`src/rtl/spi_master_ctrl.sv`:
```
// -----------------------------------------------------------------------------
// spi_master_ctrl
//
// Purpose:
//   SPI master with an Avalon-MM slave register interface.
//   Software loads TXDATA, programs CLKDIV, then writes CTRL with the start
//   bit, the slave select and the CPOL/CPHA mode. It then polls STATUS and
//   reads RXDATA. A transfer is DATA_WIDTH bits long and is sent MSB-first.
//
// Register map (word addresses):
//   0 CTRL/STATUS
//       W: [0] start  [1] CPOL  [2] CPHA  [6:4] ss_sel  [8] irq_en
//       R: [0] busy   [1] done  [2] CPOL  [3] CPHA  [6:4] ss_sel  [8] irq_en
//   1 TXDATA  R/W, DATA_WIDTH bits
//   2 RXDATA  RO, zero-extended; reading it clears done
//   3 CLKDIV  R/W, DIV_WIDTH bits; SCLK half-period = CLKDIV+1 clk cycles
//
// Ports:
//   clk, reset_n     system clock, asynchronous active-low reset
//   sclk, mosi, miso SPI clock, data out, data in (miso already synchronous)
//   ss_n[NUM_SS]     active-low slave selects, one-hot-low during a transfer
//   avs_*            Avalon-MM slave: 2-bit address, read/write strobes,
//                    32-bit write data, registered 32-bit read data
//   irq              (only with SPI_MASTER_IRQ_EN) registered done & irq_en
//
// Optional feature:
//   Define SPI_MASTER_IRQ_EN to add the irq output and the CTRL[8] irq_en
//   bit. Without it, CTRL[8] is write-ignored and reads 0.
// -----------------------------------------------------------------------------
module spi_master_ctrl #(
   parameter int DATA_WIDTH = 8,
   parameter int NUM_SS     = 4,
   parameter int DIV_WIDTH  = 16
) (
   input  logic              clk,
   input  logic              reset_n,
   output logic              sclk,
   output logic              mosi,
   input  logic              miso,
   output logic [NUM_SS-1:0] ss_n,
   input  logic [1:0]        avs_address,
   input  logic              avs_read,
   output logic [31:0]       avs_readdata,
   input  logic              avs_write,
   input  logic [31:0]       avs_writedata
`ifdef SPI_MASTER_IRQ_EN
   ,
   output logic              irq
`endif
);

   localparam int             EDGES     = 2 * DATA_WIDTH;
   localparam int             EDGE_W    = $clog2(EDGES);
   localparam logic [EDGE_W-1:0] LAST_EDGE = EDGE_W'(EDGES - 1);

   typedef enum logic [1:0] {
      ST_IDLE,
      ST_SETUP,
      ST_SHIFT,
      ST_HOLD
   } state_t;

   state_t                 state_q;
   logic                   cpol_q, cpol_d;
   logic                   cpha_q, cpha_d;
   logic [2:0]             ss_sel_q, ss_sel_d;
   logic                   done_q, done_d;
   logic [DATA_WIDTH-1:0]  tx_q, tx_d;
   logic [DATA_WIDTH-1:0]  rx_q;
   logic [DIV_WIDTH-1:0]   clkdiv_q, clkdiv_d;
   logic [DIV_WIDTH-1:0]   div_lat_q;
   logic [DIV_WIDTH-1:0]   cnt_q;
   logic [EDGE_W-1:0]      edge_q;
   logic [DATA_WIDTH-1:0]  shift_q;
   logic                   sclk_q;
   logic                   mosi_q;
   logic [NUM_SS-1:0]      ss_n_q;
   logic [31:0]            rdata_q;
   logic [31:0]            rd_mux;
   logic                   irq_en;

   logic                   busy;
   logic                   wr_ok, ctrl_wr, tx_wr, div_wr, rx_rd;
   logic                   start_acc;
   logic                   tick;
   logic                   xfer_end;
   logic                   sample_edge;
   logic                   unused_wdata;

   // Not every write-data bit maps onto a register field.
   assign unused_wdata = ^avs_writedata;

   assign busy     = (state_q != ST_IDLE);
   assign tick     = (cnt_q == div_lat_q);
   assign xfer_end = (state_q == ST_HOLD) && tick;

   // Sampling happens on the leading edge for CPHA=0 and on the trailing edge
   // for CPHA=1; edge_q[0]==0 marks a leading edge.
   assign sample_edge = (edge_q[0] == cpha_q);

`ifdef SPI_MASTER_IRQ_EN
   logic irq_en_q, irq_en_d;
   logic irq_q;

   assign irq_en = irq_en_q;
   assign irq    = irq_q;
`else
   assign irq_en = 1'b0;
`endif

   // ---------------------------------------------------------------------
   // Bus decode and register next-state
   // ---------------------------------------------------------------------
   always_comb begin
      // A read strobe always wins over a simultaneous write; all writes are
      // dropped while a transfer is running.
      wr_ok   = avs_write && !avs_read && !busy;
      ctrl_wr = wr_ok && (avs_address == 2'd0);
      tx_wr   = wr_ok && (avs_address == 2'd1);
      div_wr  = wr_ok && (avs_address == 2'd3);
      rx_rd   = avs_read && (avs_address == 2'd2);

      cpol_d   = cpol_q;
      cpha_d   = cpha_q;
      ss_sel_d = ss_sel_q;
      tx_d     = tx_q;
      clkdiv_d = clkdiv_q;
`ifdef SPI_MASTER_IRQ_EN
      irq_en_d = irq_en_q;
`endif

      if (ctrl_wr) begin
         cpol_d   = avs_writedata[1];
         cpha_d   = avs_writedata[2];
         ss_sel_d = avs_writedata[6:4];
`ifdef SPI_MASTER_IRQ_EN
         irq_en_d = avs_writedata[8];
`endif
      end
      if (tx_wr) begin
         tx_d = avs_writedata[DATA_WIDTH-1:0];
      end
      if (div_wr) begin
         clkdiv_d = avs_writedata[DIV_WIDTH-1:0];
      end

      // A start naming a slave select that does not exist is ignored.
      start_acc = ctrl_wr && avs_writedata[0] &&
                  (int'({29'd0, avs_writedata[6:4]}) < NUM_SS);

      // Completion has priority over a same-cycle RXDATA read.
      done_d = done_q;
      if (xfer_end) begin
         done_d = 1'b1;
      end else if (start_acc || rx_rd) begin
         done_d = 1'b0;
      end

      rd_mux = 32'd0;
      case (avs_address)
         2'd0:    rd_mux = {23'd0, irq_en, 1'b0, ss_sel_q, cpha_q, cpol_q,
                            done_q, busy};
         2'd1:    rd_mux = 32'(tx_q);
         2'd2:    rd_mux = 32'(rx_q);
         default: rd_mux = 32'(clkdiv_q);
      endcase
   end

   // ---------------------------------------------------------------------
   // Register file and registered read data
   // ---------------------------------------------------------------------
   always_ff @(posedge clk or negedge reset_n) begin
      if (!reset_n) begin
         cpol_q   <= 1'b0;
         cpha_q   <= 1'b0;
         ss_sel_q <= 3'd0;
         done_q   <= 1'b0;
         tx_q     <= '0;
         clkdiv_q <= '0;
         rdata_q  <= 32'd0;
`ifdef SPI_MASTER_IRQ_EN
         irq_en_q <= 1'b0;
         irq_q    <= 1'b0;
`endif
      end else begin
         cpol_q   <= cpol_d;
         cpha_q   <= cpha_d;
         ss_sel_q <= ss_sel_d;
         done_q   <= done_d;
         tx_q     <= tx_d;
         clkdiv_q <= clkdiv_d;
         if (avs_read) begin
            rdata_q <= rd_mux;
         end
`ifdef SPI_MASTER_IRQ_EN
         irq_en_q <= irq_en_d;
         irq_q    <= done_q & irq_en_q;
`endif
      end
   end

   // ---------------------------------------------------------------------
   // Transfer FSM and shift engine
   // ---------------------------------------------------------------------
   always_ff @(posedge clk or negedge reset_n) begin
      if (!reset_n) begin
         state_q   <= ST_IDLE;
         div_lat_q <= '0;
         cnt_q     <= '0;
         edge_q    <= '0;
         shift_q   <= '0;
         rx_q      <= '0;
         sclk_q    <= 1'b0;
         mosi_q    <= 1'b0;
         ss_n_q    <= '1;
      end else begin
         case (state_q)
            ST_IDLE: begin
               // Track the CTRL write directly so sclk follows a CPOL change
               // in the same cycle the register does.
               sclk_q <= cpol_d;
               mosi_q <= 1'b0;
               ss_n_q <= '1;
               cnt_q  <= '0;
               edge_q <= '0;
               if (start_acc) begin
                  state_q   <= ST_SETUP;
                  shift_q   <= tx_q;
                  div_lat_q <= clkdiv_q;
                  ss_n_q    <= ~(NUM_SS'(1) << ss_sel_d);
                  // CPHA=0 presents the first bit before the first edge;
                  // CPHA=1 drives it on the leading edge instead.
                  mosi_q    <= cpha_d ? 1'b0 : tx_q[DATA_WIDTH-1];
               end
            end

            ST_SETUP: begin
               if (tick) begin
                  state_q <= ST_SHIFT;
                  cnt_q   <= '0;
               end else begin
                  cnt_q <= cnt_q + 1'b1;
               end
            end

            ST_SHIFT: begin
               if (tick) begin
                  cnt_q  <= '0;
                  sclk_q <= ~sclk_q;
                  edge_q <= edge_q + 1'b1;
                  if (sample_edge) begin
                     shift_q <= {shift_q[DATA_WIDTH-2:0], miso};
                  end else if (edge_q != LAST_EDGE) begin
                     // The final trailing edge (CPHA=0) must not advance mosi.
                     mosi_q <= shift_q[DATA_WIDTH-1];
                  end
                  if (edge_q == LAST_EDGE) begin
                     state_q <= ST_HOLD;
                  end
               end else begin
                  cnt_q <= cnt_q + 1'b1;
               end
            end

            ST_HOLD: begin
               if (tick) begin
                  state_q <= ST_IDLE;
                  cnt_q   <= '0;
                  ss_n_q  <= '1;
                  mosi_q  <= 1'b0;
                  sclk_q  <= cpol_q;
                  rx_q    <= shift_q;
               end else begin
                  cnt_q <= cnt_q + 1'b1;
               end
            end

            default: begin
               state_q <= ST_IDLE;
            end
         endcase
      end
   end

   assign sclk         = sclk_q;
   assign mosi         = mosi_q;
   assign ss_n         = ss_n_q;
   assign avs_readdata = rdata_q;

endmodule

```
`config.mk`:
```
export PLATFORM = sky130hd
export DESIGN_NAME = spi_master_ctrl
export DESIGN_NICKNAME = d
export VERILOG_FILES = /design/src/rtl/spi_master_ctrl.sv
export SDC_FILE = /design/constraint.sdc
export NUM_CORES = 1
export LEC_CHECK = 0
export BUFFER_PORTS_ARGS = -buffer_cell sky130_fd_sc_hd__clkbuf_2
export CAP_MARGIN = 25
export CORE_MARGIN = 2
export CORE_UTILIZATION = 36
export DETAILED_ROUTE_END_ITERATION = 7
export PLACE_DENSITY_LB_ADDON = 0.05
export SLEW_MARGIN = 20
export SYNTH_ARGS = -nofsm -noshare
export SYNTH_HDL_FRONTEND = slang
export SYNTH_SLANG_ARGS = --single-unit
```
`constraint.sdc`:
```
create_clock -name clk -period 3.2 [get_ports clk]
set_input_delay 0.32 -clock clk [delete_from_list [all_inputs] [get_ports clk]]
set_output_delay 0.32 -clock clk [all_outputs]
set_load 0.05 [all_outputs]
```
Yosys cells after proc, flatten, opt, wreduce, memory -nomap -nowiden
Index checks and enable logic that the tools add are counted.
{ "classes": {"n_eq_ne": 18, "shift": 1, "add_sub_neg": 2, "n_reduce_logical": 28, "n_bitwise": 2, "order_cmp": 1, "mux": 33} }
{ "op_table": {"columns": ["op", "n"], "rows": [
  ["16-bit one-hot mux with 3 select lines", 1],
  ["16-bit one-hot mux with 2 select lines", 1],
  ["8-bit two-way mux", 3],
  ["16-bit by 1-bit adder with 16-bit output (second input constant)", 1],
  ["16-bit equality test", 1],
  ["16-bit two-way mux", 1],
  ["2-bit inequality test (second input constant)", 8],
  ["4-bit one-hot mux with 2 select lines", 2],
  ["8-bit one-hot mux with 2 select lines", 1],
  ["1-bit two-way mux", 12],
  ["4-bit two-way mux", 3],
  ["2-bit two-way mux", 5],
  ["5-bit AND reduction", 2],
  ["1-bit logical AND", 9],
  ["2-bit equality test (second input constant)", 4],
  ["2-bit one-hot mux with 4 select lines", 1],
  ["2-bit AND reduction", 4],
  ["2-bit nonzero test", 4],
  ["1-bit one-hot mux with 3 select lines", 2],
  ["4-bit by 1-bit adder with 4-bit output (second input constant)", 1],
  ["2-bit by 1-bit equality test with 1-bit output (second input constant)", 2],
  ["4-bit equality test (second input constant)", 1],
  ["2-bit logical NOT", 2],
  ["4-bit inequality test (second input constant)", 1],
  ["other kinds (12)", 13]
]} }
{ "word_totals": {"regBits": 122, "output_inout_bits": 38, "in_bits": 39, "wordCells": 101} }

Logic depth before layout (Yosys ltp)
{ "logic_depth": {"ltp_word": 9, "ltp_mapped": 8} }

Worst setup path before layout
No wires, ideal clock.
{ "synth_timing": {"path_kind": "register to register", "start": "register state_q[0]", "end": "register ss_n_q[0], in the netlist ss_n[0]", "path_buffers": 1, "period_less_slack_ns": 2.057, "stages_incl_launch_ff": 9, "arrival_ns": 1.964, "setup_ns": 0.092, "path_slack_ns": 1.143, "cell_sequence": "dfrtp_1 -> inv_1 -> ha_1 -> nor4bb_4 -> nor2b_1 -> buf_2 -> mux2_2 -> nor3_1 -> a22oi_1"} }
{ "synth_between": {"elab_chain_len": 9, "word_cells_on_any_way": 16, "classes_between": "eq/ne: 2; shift: 1; mux: 3; bitwise: 1; reduce/logical: 9"} }
{ "synth_lines": {"columns": ["item", "line", "text"], "rows": [
  ["from (decl)", "63", "state_t state_q;"],
  ["from (signal assigned)", "207", "state_q <= ST_IDLE;"],
  ["from (signal assigned)", "227", "state_q <= ST_SETUP;"],
  ["from (signal assigned)", "239", "state_q <= ST_SHIFT;"],
  ["2-bit nonzero test", "93", "assign busy = (state_q != ST_IDLE);"],
  ["1-bit logical NOT", "117", "wr_ok = avs_write && !avs_read && !busy;"],
  ["1-bit logical AND", "117", null],
  ["1-bit logical AND", "118", "ctrl_wr = wr_ok && (avs_address == 2'd0);"],
  ["3-bit two-way mux", "132", "if (ctrl_wr) begin"],
  ["named net ss_sel_d[0]", "66", "logic [2:0] ss_sel_q, ss_sel_d;"],
  ["1-bit by 3-bit << shifter with 4-bit output", "230", "ss_n_q <= ~(NUM_SS'(1) << ss_sel_d);"],
  ["4-bit inverter", "230", null],
  ["4-bit two-way mux", "226", "if (start_acc) begin"],
  ["4-bit one-hot mux with 2 select lines", "217", "case (state_q)"],
  ["to (signal assigned)", "230", null],
  ["to (decl)", "77", "logic [NUM_SS-1:0] ss_n_q;"]
]} }
The timed path passes the listed nets, and every way through them passes these cells.
A chain may end at the register's enable or synchronous reset.

Final worst setup path
{ "layout_timing": {"start": "register state_q[0]", "end": "register ss_n_q[1], in the netlist ss_n[1]"} }
Same word-level chain as after synthesis.

==> results.json <==
{
  "core-area_mm2": 0.01442,
  "crit_family": "simple AND/OR/NAND/NOR gates",
  "die_w_um": 125.0,
  "finClkSkew_ns": 0.008791,
  "via_per_inst": 4.984,
  "vdd_drop_max_v": 0.0004278,
  "fp.dieH_um": 125.0,
  "stdcell_count": 686,
  "drt-wirelength-per-cell_um": 17.55,
  "drt_iter0_drc": 160,
  "synth_area_per_cell_um2": 11.61,
  "clkTransAtPathRegs_ns": 0.07,
  "worst_pin_slew_ns": 0.8587,
  "netlist_instances": 454,
  "antenna_left": 0,
  "syn_area_mm2": 0.005271,
  "ioPinCount": 77,
  "final-setup-viol-count": 0,
  "internal_power_w": 0.003320,
  "postCtsSetupBuffers": 0,
  "p_leak_nw": 2.698,
  "clockBufferDepth": 2,
  "portBuffers": 44,
  "max-slew-margin-rel_pct": 42.56,
  "vias": 3419,
  "yosysSeqAreaShare_pct": 50.42,
  "period_share_pct": 71.94,
  "cap_violations": 0,
  "switchingPower_w": 0.002200,
  "worstPathArrival_ns": 2.58,
  "status": "complete, no violations",
  "tns_ns": 0,
  "cp_data_required_time_ns": 3.48,
  "htreeDepth": 3,
  "yosysWarningCount": 0,
  "pwr-share-clk_pct": 21.3,
  "antenna_found_initial": 0,
  "place.gp.congestion": 0.7525,
  "nNetsFinal": 543,
  "hold_viol_final": 0,
  "min_period_ns": 2.302,
  "die_area_mm2": 0.01563,
  "synth_flop_cell": "dfrtp_1",
  "grtUsageTotal_pct": 16.46,
  "setup.worst_path.start_class": "register",
  "drtPass1Iterations": 4,
  "worstPathMaxFanout": 5,
  "start_util_pct": 36.55,
  "rsz0062_at_grt": "false",
  "power_density_mw_per_mm2": 926.9,
  "critical-path-max-stage-delay_ns": 0.40,
  "grt_pass1_wl_um": 20070,
  "diodes": 0,
  "place_inst": 669,
  "cts_made_buffers": 9,
  "worstSetupPathType": "register to register",
  "ys_types": 47,
  "layout_common_cells": "dfrtp_1, mux2_2, nor2_1",
  "drv_slew": 0,
  "drive_above_1_share_pct": 29.68,
  "cts_root_buf": "clkbuf_16",
  "cp_cell_sequence": "inv_1, ha_1, nor4bb_4, nor2b_1, buf_4, mux2_2, nor3b_1, a22oi_1",
  "switching_share_pct": 39.85,
  "end_kind": "register",
  "grt_max_degree": 48,
  "dp_hpwl_um": 8505,
  "grt_pass1_vias": 3593,
  "area_growth_pct": 12.96,
  "fin_hold_ws_ns": 0.1898,
  "synth_seq_cells": 106,
  "async_reset_ff_share_pct": 100.0,
  "cts.sinks": 106,
  "cp_num_buf_inv": 2,
  "route.detailed.drc": 0,
  "rows": 44,
  "final_common_cell": "dfrtp_1",
  "max_freq_ghz": 0.4344,
  "hp-class": "primary input to register",
  "grt-ovfl-total": 0,
  "cts_tree": "yes",
  "synth_edf_count": 0,
  "seq_power_share_pct": 38.8,
  "pwr-share-comb_pct": 39.9,
  "clock_latency_ns": 0.37,
  "totalWireLength_um": 12040,
  "cp_slowest_cell": "dfrtp_1"
}
worst paths after layout:
kind,endpoint,start,slack (ns),cells past startpoint
max,ss_n[1]$_DFFE_PN1P_,state_q[0]$_DFFE_PN0P_,0.90,8
min,clkdiv_q[13]$_DFFE_PN0P_,avs_writedata[13],0.19,2
max reg2reg,ss_n[1]$_DFFE_PN1P_,state_q[0]$_DFFE_PN0P_,0.90,8
min reg2reg,done_q$_DFFE_PN0P_,done_q$_DFFE_PN0P_,0.50,2
max in group asynchronous,ss_n[3]$_DFFE_PN1P_,reset_n,1.82,3
min in group asynchronous,cnt_q[8]$_DFF_PN0_,reset_n,0.50,2
metrics by stage:
stage / setup slack (ns) / area [um2] / power (W) / util [%]
5_1_grt: 0.6834 / 5954 / 0.005932 / 41.28
4_1_cts: 0.8588 / 5954 / 0.005624 / 41.28
3_3_place_gp: 0.8898 / 5634 / 0.004370 / 39.06
6_report: 0.8979 / 5954 / 0.005519 / 41.28
2_1_floorplan: 1.143 / 5328 / 0.003837 / -
3_5_place_dp: 0.8683 / 5634 / 0.004413 / 39.06
worst register-to-register path, cell delays in order (launching register included):
cell	delay (ns)
dfrtp_1	0.40
inv_1	0.13
ha_1	0.27
nor4bb_4	0.34
nor2b_1	0.17
buf_4	0.17
mux2_2	0.37
nor3b_1	0.16
a22oi_1	0.20
Yosys cell counts (5+ instances only):
master / count / area [um2]
a211oi_1: 8 / 60.06
a21oi_1: 10 / 50.05
a22oi_1: 5 / 37.54
a311o_1: 8 / 80.08
buf_2: 9 / 45.04
buf_4: 16 / 120.1
clkbuf_1: 10 / 37.54
dfrtp_1: 102 / 2552
ha_1: 7 / 87.58
inv_1: 14 / 52.55
mux2_2: 58 / 653.1
mux2_4: 5 / 75.07
mux4_2: 7 / 157.7
nand2_1: 26 / 97.59
nand2b_1: 8 / 50.05
nand3_1: 7 / 35.03
nand4_1: 9 / 56.30
nor2_1: 44 / 165.2
nor2b_1: 10 / 62.56
nor3_1: 10 / 50.05
o22ai_1: 8 / 50.05
xnor2_1: 21 / 183.9
xor2_1: 12 / 105.1
area by class of cell:
class / instances / area, um2
sequential: 106 / 2658
fill: 1426 / 8469
clock buffer: 9 / 225.2
tap: 184 / 230.2
clock inverter: 7 / 85.08
timing repair buffer: 55 / 307.8
multi-input combinational: 311 / 2396
inverter: 14 / 52.55
sequential cells by signal (all words and copies together), names as in the netlist, 3 cells and up:
signal and count:
shift_q 8, clkdiv_q 16, edge_q 4, tx_q 8, avs_readdata 16, ss_sel_q 3
rx_q 8, ss_n 4, cnt_q 16, div_lat_q 16
layer usage:
metal	share of wire [%]	track usage, %	wire [um]	vias up
met5	0	0	0	-
met4	1.2	4.444	146	0
met3	2.7	3.979	326	12
met2	52	28.20	6317	36
met1	44	20.93	5247	1726
li1	-	-	-	1645
power groups by stage:
stage / sequential, W / clock [W] / combinational (W)
after floorplan: 0.00229 / 0 / 0.00155
after global placement: 0.00217 / 0 / 0.00220
after detailed placement: 0.00218 / 0 / 0.00224
after CTS: 0.00215 / 0.00123 / 0.00224
after global routing: 0.00222 / 0.00127 / 0.00244
final: 0.00214 / 0.00117 / 0.00220
timing repair:
action / 4_1_cts / 5_1_grt
resized for setup: 0 / 0
hold endpoints to repair: 32 / 0
hold buffers: 1 / 0
kinds of logic (layout without fill, tap and decap cells):
group / after synthesis / after routing / share of synthesized area [%]
and+or+nand+nor: 132 / 132 / 12.89
muxes: 73 / 73 / 17.37
AOI/OAI and AO/OA: 50 / 50 / 6.908
other: 1 / 16 / 0.07114
xor gates and xnor gates: 33 / 33 / 5.483
DFF: 106 / 106 / 50.42
buffers and inverters: 52 / 85 / 5.198
adders and majority gates: 7 / 7 / 1.661
(Power assumes the default switching activity.)
